File: src/rtl/mips32_pkg.sv
// Shared MIPS32 pipeline definitions: opcode encodings and default instruction address width.
package mips32_pkg;

    localparam int AW_DEFAULT = 10;

    typedef enum logic [5:0] {
        OP_ADD   = 6'b000000,
        OP_SUB   = 6'b000001,
        OP_AND   = 6'b000010,
        OP_OR    = 6'b000011,
        OP_SLT   = 6'b000100,
        OP_MUL   = 6'b000101,
        OP_LW    = 6'b001000,
        OP_SW    = 6'b001001,
        OP_ADDI  = 6'b001010,
        OP_SUBI  = 6'b001011,
        OP_SLTI  = 6'b001100,
        OP_BNEQZ = 6'b001101,
        OP_BEQZ  = 6'b001110,
        OP_HLT   = 6'b111111
    } opcode_t;

    function automatic logic is_hlt(input logic [31:0] ir);
        return ir[31:26] == OP_HLT;
    endfunction

endpackage

File: src/rtl/mips32_fetch_queue_if.sv
// Fetch-queue bus: instruction memory request/response, branch redirect and IF/ID output.
interface mips32_fetch_queue_if
    import mips32_pkg::*;
#(
    parameter int AW = AW_DEFAULT
);
    logic          imem_req;
    logic [AW-1:0] imem_addr;
    logic          imem_gnt;
    logic          imem_rvalid;
    logic [31:0]   imem_rdata;
    logic          redirect;
    logic [AW-1:0] redirect_pc;
    logic          out_valid;
    logic [31:0]   out_ir;
    logic [31:0]   out_npc;
    logic          out_ready;
    logic          halt_seen;

    modport master (
        output imem_req, imem_addr, out_valid, out_ir, out_npc, halt_seen,
        input  imem_gnt, imem_rvalid, imem_rdata, redirect, redirect_pc, out_ready
    );

    modport slave (
        input  imem_req, imem_addr, out_valid, out_ir, out_npc, halt_seen,
        output imem_gnt, imem_rvalid, imem_rdata, redirect, redirect_pc, out_ready
    );
endinterface

File: src/rtl/mips32_fifo.sv
// First-word-fall-through FIFO with synchronous flush; push at full is accepted when a pop coincides.
module mips32_fifo #(
    parameter int W     = 32,
    parameter int DEPTH = 4
) (
    input  logic                       clk,
    input  logic                       rst_n,
    input  logic                       i_flush,
    input  logic                       i_push,
    input  logic [W-1:0]               i_data,
    input  logic                       i_pop,
    output logic [W-1:0]               o_data,
    output logic                       o_valid,
    output logic [$clog2(DEPTH+1)-1:0] o_count
);
    localparam int PW = $clog2(DEPTH);
    localparam int CW = $clog2(DEPTH + 1);

    logic [W-1:0]  r_mem [DEPTH];
    logic [PW-1:0] r_wr_ptr;
    logic [PW-1:0] r_rd_ptr;
    logic [CW-1:0] r_count;
    logic          w_pop;
    logic          w_push;

    assign w_pop  = i_pop && (r_count != '0);
    assign w_push = i_push && ((r_count != CW'(DEPTH)) || w_pop);

    always_ff @(posedge clk or negedge rst_n) begin
        if (!rst_n) begin
            r_wr_ptr <= '0;
            r_rd_ptr <= '0;
            r_count  <= '0;
        end else if (i_flush) begin
            r_wr_ptr <= '0;
            r_rd_ptr <= '0;
            r_count  <= '0;
        end else begin
            if (w_push) r_wr_ptr <= r_wr_ptr + PW'(1);
            if (w_pop)  r_rd_ptr <= r_rd_ptr + PW'(1);
            r_count <= r_count + CW'(w_push) - CW'(w_pop);
        end
    end

    // Storage needs no reset: o_valid gates every read of it.
    always_ff @(posedge clk) begin
        if (w_push && !i_flush) r_mem[r_wr_ptr] <= i_data;
    end

    assign o_data  = r_mem[r_rd_ptr];
    assign o_valid = (r_count != '0);
    assign o_count = r_count;
endmodule

File: src/rtl/mips32_fetch_queue.sv
// Instruction fetch queue: credit-limited prefetch into an {addr, instruction} FIFO with redirect and halt.
module mips32_fetch_queue
    import mips32_pkg::*;
#(
    parameter int            DEPTH    = 4,
    parameter int            AW       = AW_DEFAULT,
    parameter logic [AW-1:0] RESET_PC = '0
) (
    input  logic                   clk1,
    input  logic                   rst_n,
    mips32_fetch_queue_if.master   bus
);
    localparam int CW = $clog2(DEPTH + 1);
    localparam int FW = AW + 32;

    logic [AW-1:0] r_pc;
    logic [CW-1:0] r_outstanding;
    logic [CW-1:0] r_drop_cnt;
    logic          r_halted;
    logic          r_started;

    logic [CW-1:0] w_count;
    logic [CW-1:0] w_live;
    logic [AW-1:0] w_rsp_addr;
    logic          w_dropping;
    logic          w_credit_ok;
    logic          w_req;
    logic          w_grant;
    logic          w_push;
    logic          w_pop;
    logic          w_fifo_valid;
    logic [FW-1:0] w_fifo_data;

    assign w_dropping  = (r_drop_cnt != '0);
    assign w_credit_ok = ({1'b0, r_outstanding} + {1'b0, w_count}) < (CW+1)'(DEPTH);
    assign w_req       = r_started && !r_halted && !bus.redirect && w_credit_ok;
    assign w_grant     = w_req && bus.imem_gnt;

    // Live requests since the last redirect are consecutive and end at r_pc-1,
    // so the next kept response belongs to r_pc minus their count.
    assign w_live     = r_outstanding - r_drop_cnt;
    assign w_rsp_addr = r_pc - AW'(w_live);

    assign w_push = bus.imem_rvalid && !bus.redirect && !w_dropping && !r_halted;
    assign w_pop  = w_fifo_valid && bus.out_ready && !bus.redirect;

    always_ff @(posedge clk1 or negedge rst_n) begin
        if (!rst_n) begin
            r_pc          <= RESET_PC;
            r_outstanding <= '0;
            r_drop_cnt    <= '0;
            r_halted      <= 1'b0;
            r_started     <= 1'b0;
        end else begin
            r_started     <= 1'b1;
            r_outstanding <= r_outstanding + CW'(w_grant) - CW'(bus.imem_rvalid);
            if (bus.redirect) begin
                r_pc       <= bus.redirect_pc;
                r_halted   <= 1'b0;
                r_drop_cnt <= r_outstanding - CW'(bus.imem_rvalid);
            end else begin
                if (w_grant) r_pc <= r_pc + AW'(1);
                if (w_push && is_hlt(bus.imem_rdata)) r_halted <= 1'b1;
                if (w_dropping && bus.imem_rvalid) r_drop_cnt <= r_drop_cnt - CW'(1);
            end
        end
    end

    mips32_fifo #(
        .W     (FW),
        .DEPTH (DEPTH)
    ) u_fifo (
        .clk     (clk1),
        .rst_n   (rst_n),
        .i_flush (bus.redirect),
        .i_push  (w_push),
        .i_data  ({w_rsp_addr, bus.imem_rdata}),
        .i_pop   (w_pop),
        .o_data  (w_fifo_data),
        .o_valid (w_fifo_valid),
        .o_count (w_count)
    );

    assign bus.imem_req  = w_req;
    assign bus.imem_addr = r_pc;
    assign bus.out_valid = w_fifo_valid;
    assign bus.out_ir    = w_fifo_valid ? w_fifo_data[31:0] : 32'h0;
    assign bus.out_npc   = w_fifo_valid ? (32'(w_fifo_data[FW-1:32]) + 32'd1) : 32'h0;
    assign bus.halt_seen = r_halted;
endmodule

File: src/flat_wrapper.sv
// flat-port wrapper written by rule: the top's interface ports become plain ports
module mips32_fetch_queue_flat import mips32_pkg::*;
#(
    parameter int            DEPTH    = 4,
    parameter int            AW       = AW_DEFAULT,
    parameter logic [AW-1:0] RESET_PC = '0
)
  (clk1, rst_n, bus_imem_req, bus_imem_addr, bus_out_valid, bus_out_ir, bus_out_npc, bus_halt_seen, bus_imem_gnt, bus_imem_rvalid, bus_imem_rdata, bus_redirect, bus_redirect_pc, bus_out_ready);
  mips32_fetch_queue_if #(.AW(AW)) bus_i ();
  input  logic clk1;
  input  logic rst_n;
  output wire logic [$bits(bus_i.imem_req)-1:0] bus_imem_req;
  output wire logic [$bits(bus_i.imem_addr)-1:0] bus_imem_addr;
  output wire logic [$bits(bus_i.out_valid)-1:0] bus_out_valid;
  output wire logic [$bits(bus_i.out_ir)-1:0] bus_out_ir;
  output wire logic [$bits(bus_i.out_npc)-1:0] bus_out_npc;
  output wire logic [$bits(bus_i.halt_seen)-1:0] bus_halt_seen;
  input wire logic [$bits(bus_i.imem_gnt)-1:0] bus_imem_gnt;
  input wire logic [$bits(bus_i.imem_rvalid)-1:0] bus_imem_rvalid;
  input wire logic [$bits(bus_i.imem_rdata)-1:0] bus_imem_rdata;
  input wire logic [$bits(bus_i.redirect)-1:0] bus_redirect;
  input wire logic [$bits(bus_i.redirect_pc)-1:0] bus_redirect_pc;
  input wire logic [$bits(bus_i.out_ready)-1:0] bus_out_ready;
  assign bus_imem_req = bus_i.imem_req;
  assign bus_imem_addr = bus_i.imem_addr;
  assign bus_out_valid = bus_i.out_valid;
  assign bus_out_ir = bus_i.out_ir;
  assign bus_out_npc = bus_i.out_npc;
  assign bus_halt_seen = bus_i.halt_seen;
  assign bus_i.imem_gnt = bus_imem_gnt;
  assign bus_i.imem_rvalid = bus_imem_rvalid;
  assign bus_i.imem_rdata = bus_imem_rdata;
  assign bus_i.redirect = bus_redirect;
  assign bus_i.redirect_pc = bus_redirect_pc;
  assign bus_i.out_ready = bus_out_ready;
  mips32_fetch_queue #(.DEPTH(DEPTH), .AW(AW), .RESET_PC(RESET_PC)) u_core (.clk1(clk1), .rst_n(rst_n), .bus(bus_i));
endmodule
File: config.mk
export PLATFORM = sky130hd
export DESIGN_NAME = mips32_fetch_queue_flat
export DESIGN_NICKNAME = d
export VERILOG_FILES = /design/src/rtl/mips32_pkg.sv /design/src/rtl/mips32_fetch_queue_if.sv /design/src/rtl/mips32_fifo.sv /design/src/rtl/mips32_fetch_queue.sv /design/src/flat_wrapper.sv
export SDC_FILE = /design/constraint.sdc
export NUM_CORES = 1
export LEC_CHECK = 0
export ABC_AREA = 1
export BUFFER_PORTS_ARGS = -buffer_cell sky130_fd_sc_hd__buf_4
export CAP_MARGIN = 20
export CORE_MARGIN = 3
export CORE_UTILIZATION = 40
export DETAILED_ROUTE_END_ITERATION = 6
export HOLD_SLACK_MARGIN = 0.06
export PLACE_DENSITY = 0.7
export SLEW_MARGIN = 10
export SYNTH_ARGS = -nofsm -noshare
export SYNTH_HDL_FRONTEND = slang
export SYNTH_SLANG_ARGS = --single-unit
File: constraint.sdc
create_clock -name clk1 -period 3.2 [get_ports clk1]
set_input_delay 0.64 -clock clk1 [delete_from_list [all_inputs] [get_ports clk1]]
set_output_delay 0.64 -clock clk1 [all_outputs]
set_load 0.01 [all_outputs]
==> results of run 1 <==
[sequential cells by signal (all words and copies together), names as in the netlist]
name	cells
u_core.bus.halt_seen	1
u_core.bus.imem_addr	10
u_core.r_drop_cnt	3
u_core.r_outstanding	3
u_core.r_started	1
u_core.u_fifo.o_count	3
u_core.u_fifo.r_mem	168
u_core.u_fifo.r_rd_ptr	2
u_core.u_fifo.r_wr_ptr	2
[what timing repair did]
action	CTS	global route
resized for setup	0	3
setup endpoints to repair	0	3
hold buffers	0	0
[cell type report]
type                    instances  area share (%)
multi-input cells             540            25.8
repair buffers                122            9.05
well taps                     275            3.30
inverters                      57            2.07
clock buffers                  17            4.08
flip-flops and latches        193            54.4
clock inverters                15            1.37
[layer usage]
metal	vias to the layer above	GRT usage, %	wire, µm	share of wire (%)
met3	20	3.58	1190	6.4
met5	-	0	0	0
met2	184	25.2	8770	47
met4	0	4.54	290	1.6
met1	2785	22.2	8400	45
li1	2954	-	-	-
[Yosys cell counts (3+ instances only)]
cell and count:
edfxtp_1 168, a21oi_1 37, nor2_2 4, buf_4 27, inv_1 54, fa_1 4, o211ai_1 11, xnor2_1 4
clkbuf_1 9, buf_1 10, ha_1 20, nand2_1 125, nor3_1 3, nand3_1 32, nand4_1 3, o21ai_0 76
buf_2 8, buf_6 3, nor2_1 169, xor2_1 12, nand2_2 6, dfrtp_1 25
[worst max-delay path: cells and delay by family (launching register included)]
kind,cells,cell delay (ps)
buf+inv,2,380
fa+ha+maj,1,220
simple gates,7,690
flops,1,630
[through the flow]
stage / hold WS [ps] / power, mW / area [µm²] / worst slack [ps] / std cells
final: 104 / 8.19 / 10400 / 208 / 1219
after global routing: 107 / 8.76 / 10400 / 3.77 / 1219
after CTS: 109 / 8.25 / 10400 / 150 / 1219
after detailed placement: 548 / 6.23 / 9860 / 454 / 1187
after global placement: 536 / 6.16 / 9860 / 538 / 1187
after floorplan: 344 / 5.17 / 8890 / -400 / 847
[power by group]
part / leakage [nW] / total [mW] / internal [mW] / switching (mW)
logic: 2.09 / 2.93 / 1.10 / 1.84
registers: 1.82 / 3.24 / 3.10 / 0.143
clock network: 0.264 / 2.02 / 1.03 / 0.985
total: 4.18 / 8.19 / 5.23 / 2.97
[final timing paths]
check                                                             end  cells after the start
worst max-delay path                                   bus_out_npc[8]                     10
worst min-delay path              u_core.bus.imem_addr[8]$_DFFE_PN0P_                      1
worst max register to register   u_core.u_fifo.r_mem[3][41]$_DFFE_PP_                     11
worst min register to register  u_core.u_fifo.r_wr_ptr[0]$_DFFE_PN0P_                      1
max in group asynchronous       u_core.u_fifo.r_rd_ptr[0]$_DFFE_PN0P_                      1
min in group clk1                 u_core.u_fifo.r_mem[3][5]$_DFFE_PP_                      1
[cells by family (layout without fill, tap and decap cells)]
family	after synthesis	count (layout)	synth area share [%]
AND/OR/NAND/NOR	349	349	16.2
XOR/XNOR	16	16	1.59
buffers and inverters	114	211	6.37
other	2	22	0.0852
flip-flops	193	193	64.3
AO/OA/AOI/OAI	129	129	7.72
adder cells (fa/ha/maj)	24	24	3.75
==> summary.txt, run 1 <==
STA
  – Max Slew Vio Count: 0
  – Final Skew: roughly 16 ps
  – RSZ-0062 raised after global routing: no
  – Max frequency: about 0.33 GHz
  – Finish-stage setup viols: 0
  – Fin Setup TNS: 0 ps
  – Min Tclk post-route: 2990 ps
  – Final Hold Violating Endpoints: 0
  – Tcrit/Tclk final: 93.5%

Yosys
  – Post-synth top area cell: edfxtp_1
  – EDFF count, synth: approximately 170
  – Asr flop ratio synth: roughly an eighth
  – Synth top area share: between 50% and 60%
  – Cell variety after synth: 34
  – Largest cells by area after synthesis: edfxtp_1 (57%), nor2_1 (7.2%), dfrtp_1 (7.1%)
  – Syn Inst Count: between 800 and 900
  – Average size of a mapped cell: roughly 11 µm²
  – Ys Warns: 0
  – Mapped Area: a little under 0.009 mm²
  – Flops & latches, synth: 193
  – Main synth FF type: edfxtp_1
  – Register area share after synthesis: between 60% and 70%

Detailed routing
  – Post-DR vias/cell: between 4 and 5
  – Final antenna-violating net count: 0
  – Iteration-0 DRC Markers: around 400
  – Post-route DRC: 0
  – Wire per inst: around 15 µm
  – Vias: 5943
  – Final wirelength: roughly 19 mm
  – Pre-antenna DRT Iters: 5

Cells and area
  – Layout cell share with drive strength beyond 1: between 10% and 20%
  – Synth-to-layout area growth: 18.4%
  – Reg area: approximately 0.0057 mm²
  – Filler instances: ~1900
  – Antenna cells: 0
  – Commonest non-fill, non-tap cell in the layout: edfxtp_1
  – Fin util: a little under 50%
  – Fin nets: between 1000 and 1500
  – Area of the multi-input gates: approximately 0.0027 mm²
  – Most frequent cells in the layout: edfxtp_1 (168), nor2_1 (165), nand2_1 (125)

Floorplan
  – Die area: around 0.024 mm²
  – Site Rows: 53
  – Core area: 0.0214 mm²
  – Die W: 154 µm
  – Die Y: between 150 and 200 µm
  – Starting Density: 41.3%
  – IO Count: 125

Pwr
  – Leakage: between 4 and 5 nW
  – Peak supply drop: approximately 0.46 mV
  – Pwr dens: ~780 mW/mm²

GRT
  – Antenna violations before repair: 0
  – GR Overflow Total: 0
  – GR Util All Layers: 15.9%
  – Vias in the first global route: about 5600
  – Largest net degree at the start of global routing: 44
  – First-pass GRT wire length: between 20 and 30 mm

Clocking
  – Clock latency at the later pin of the worst-skew pair: approximately 440 ps
  – CTS Buf Count: 17
  – CTS tree: done
  – Max H-tree Level: 4
  – Worst-path clk slew: 70 ps
  – Post-CTS Setup Bufs: 0
  – Root Driver: clkbuf_16
  – Max clock buf depth: 2
  – Clock sink count: 193

Critical path
  – Critical path startpoint category: flip-flop
  – Register-to-register setup slack: 480 ps
  – RR Startpoint: u_core.r_outstanding[0]$_DFF_PN0_
  – CP Cell Sequence: buf_4, nand3_1, nand2_1, ha_1, nand2_1, nor2_2, nand3_2, nand2_1, nor2_1, buf_4
  – Arr. time, crit path: about 2400 ps
  – Critical Path Sink Type: output pin
  – Worst setup path startpoint: u_core.u_fifo.r_rd_ptr[1]$_DFFE_PN0P_
  – CP Class: reg -> out
  – Most used cell, CP: nand2_1
  – Critical Path Max Stage Delay: 630 ps
  – Worst Path Required: ~2600 ps
  – Critical path fanouts, max: 18
  – Critical path's slowest cell: dfrtp_2

Flow run
  – Maximum Capacitance Violations: 0

Place
  – GP Congestion: 0.827
  – DP HPWL: between 10 and 15 mm
  – Port Buffers: 103

Outcome
  – Outcome: completed

Worst hold path
  – Hold Path Class: in -> async
Note: power is estimated with default switching activity, not from simulation.
==> inputs of run 2 (changes only) <==
==> constraint.sdc (replaced) <==
create_clock -name clk1 -period 3.2 [get_ports clk1]
set_input_delay 0.16 -clock clk1 [delete_from_list [all_inputs] [get_ports clk1]]
set_output_delay 0.16 -clock clk1 [all_outputs]
set_load 0.01 [all_outputs]
==> summary.txt, run 2 (synthesis results as in run 1) <==
Critical path
  – Arr. time, crit path: 2650 ps (was 2350 ps)
  – CP Class: reg -> out (unchanged)
  – Critical Path Sink Type: output pin (unchanged)
  – CP Cell Sequence: or2_2, nor2_8, buf_4, clkinv_1, nand3_1, nand2_1, nand2_1, inv_1, buf_4 (was buf_4, nand3_1, nand2_1, ha_1, nand2_1, nor2_2, nand3_2, nand2_1, nor2_1, buf_4)
  – Critical path fanouts, max: 23 (was 18)
  – Critical path startpoint category: flip-flop (unchanged)
  – Worst Path Required: 3040 ps (was 2560 ps)
  – Critical path's slowest cell: dfrtp_1 (was dfrtp_2)
  – Critical Path Max Stage Delay: 440 ps (was 630 ps)

Floorplan
  – IO Count: 125 (unchanged)
  – Site Rows: 53 (unchanged)
  – Die area: 0.0239 mm² (unchanged)
  – Die Y: 154 µm (unchanged)
  – Starting Density: 41.3% (unchanged)
  – Core area: 0.0214 mm² (unchanged)
  – Die W: 154 µm (unchanged)

Detailed routing
  – Wire per inst: 15.2 µm (was 15.3 µm)
  – DR top layer: met4 (unchanged)
  – Final antenna-violating net count: 0 (unchanged)
  – Final wirelength: 19.1 mm (was 18.7 mm)
  – Iteration-0 DRC Markers: 345 (was 401)
  – DR WL met3: 1.21 mm (was 1.19 mm)
  – Wl on met1: 8.49 mm (was 8.40 mm)
  – Pre-antenna DRT Iters: 5 (unchanged)
  – Vias: 6108 (was 5943)
  – Post-DR vias/cell: 4.85 (was 4.88)
  – Post-route DRC: 0 (unchanged)
  – Met2 WL post-DR: 9.16 mm (was 8.77 mm)

GRT
  – GR Overflow Total: 0 (unchanged)
  – GR Util All Layers: 16.4% (was 15.9%)
  – First-pass GRT wire length: 31.1 mm (was 29.9 mm)
  – Largest net degree at the start of global routing: 62 (was 44)
  – Antenna violations before repair: 0 (unchanged)
  – Vias in the first global route: 6035 (was 5644)

Pwr
  – Leakage: 4.36 nW (was 4.18 nW)
  – Pwr dens: 767 mW/mm² (was 785 mW/mm²)
  – Peak supply drop: 0.368 mV (was 0.459 mV)

STA
  – Max Slew Vio Count: 0 (unchanged)
  – Min Tclk post-route: 2810 ps (was 2990 ps)
  – Final Hold Violating Endpoints: 0 (unchanged)
  – Finish-stage setup viols: 0 (unchanged)
  – Slew @ Worst Pin: 673 ps
  – Worst rel slew slack: 55.2%
  – RSZ-0062 raised after global routing: no (unchanged)
  – Max frequency: 0.356 GHz (was 0.334 GHz)
  – Tcrit/Tclk final: 87.7% (was 93.5%)
  – Final Skew: 9.89 ps (was 16.5 ps)

Clocking
  – Max H-tree Level: 4 (unchanged)
  – Max clock buf depth: 2 (unchanged)
  – Worst-path clk slew: 70 ps (about the same)
  – Root Driver: clkbuf_16 (unchanged)
  – Post-CTS Setup Bufs: 0 (unchanged)
  – CTS tree: done (unchanged)
  – Clock latency at the later pin of the worst-skew pair: 430 ps (was 440 ps)
  – Clock sink count: 193 (unchanged)
  – CTS Buf Count: 17 (unchanged)

Cells and area
  – Fin cells: 1259 (was 1219)
  – Antenna cells: 0 (unchanged)
  – Filler instances: 1890 (was 1912)
  – Fin util: 50.9% (was 48.9%)
  – Synth-to-layout area growth: 23.3% (was 18.4%)
  – Max reg flops: 168 (unchanged)
  – Register bank with the most flops: u_core.u_fifo.r_mem (unchanged)
  – Commonest non-fill, non-tap cell in the layout: edfxtp_1 (unchanged)
  – Layout cell share with drive strength beyond 1: 17.2% (was 18.6%)
  – Fin nets: 1043 (was 1003)
  – Most frequent cells in the layout: edfxtp_1 (168), nor2_1 (165), nand2_1 (125) (unchanged)

Place
  – Cells after DPL: 1183 (was 1187)
  – GP Congestion: 0.843 (was 0.827)
  – Port Buffers: 103 (unchanged)
  – DP HPWL: 11.8 mm (was 12.1 mm)

Worst hold path
  – Hold Path Class: in -> reg (was in -> async)

Outcome
  – Outcome: completed (unchanged)

Flow run
  – Maximum Capacitance Violations: 0 (unchanged)
[run 2: worst paths after layout]
kind,to,slack [ps],start,depth (start not counted)
setup / recovery,bus_out_npc[9],390,u_core.u_fifo.o_count[1]$_DFF_PN0_,9
hold / removal,u_core.bus.imem_addr[5]$_DFFE_PN0P_,120,bus_imem_gnt,3
setup reg to reg,u_core.u_fifo.r_mem[2][41]$_DFFE_PP_,590,u_core.r_outstanding[0]$_DFF_PN0_,12
hold reg to reg,u_core.r_outstanding[2]$_DFF_PN0_,560,u_core.r_outstanding[2]$_DFF_PN0_,1
max in group asynchronous,u_core.u_fifo.r_rd_ptr[1]$_DFFE_PN0P_,2740,rst_n,2
min in group asynchronous,u_core.bus.imem_addr[8]$_DFFE_PN0P_,170,rst_n,2
[run 2: what timing repair did]
action / in CTS / in global routing
endpoints found under the hold margin: 166 / 0
hold buffers: 44 / 0
gates resized for setup: 0 / 0
setup endpoints to repair: 0 / 0
[run 2: final cells by class]
cell class | instances | area (µm²) | share of cell area (%)
clock buffers | 19 | 433 | 3.98
clock inverters | 13 | 151 | 1.39
inverters | 57 | 214 | 1.97
multi-input cells | 540 | 2690 | 24.8
flip-flops and latches | 193 | 5670 | 52.2
well taps | 275 | 344 | 3.17
repair buffers | 162 | 1360 | 12.5
[run 2: critical path, delay by kind of cell, from the launching register on]
kind	cells	cell delay, ps
flops	1	440
simple gates	5	890
buf+inv	4	870
[run 2: layer usage]
metal / GRT usage, % / vias to the layer above
met5: 0 / -
met4: 4.88 / 0
met3: 3.36 / 17
met2: 27.4 / 193
met1: 21.7 / 2864
li1: - / 3034
[run 2: through the flow]
stage / power (mW) / TNS, ps / worst slack (ps) / instance area [µm²] / hold WS [ps]
after floorplan: 5.17 / -18230 / -109 / 8890 / -136
after global placement: 6.18 / 0 / 660 / 9850 / 93.1
after detailed placement: 6.26 / 0 / 582 / 9850 / 96.7
after CTS: 8.40 / 0 / 367 / 10900 / 105
after global routing: 8.91 / 0 / 197 / 10900 / 150
final: 8.33 / 0 / 394 / 10900 / 120
[run 2: power breakdown]
group          switching [mW]  internal [mW]
Sequential              0.135           3.10
Clock                   0.930           1.17
Combinational            1.87           1.14
Total                    2.93           5.40
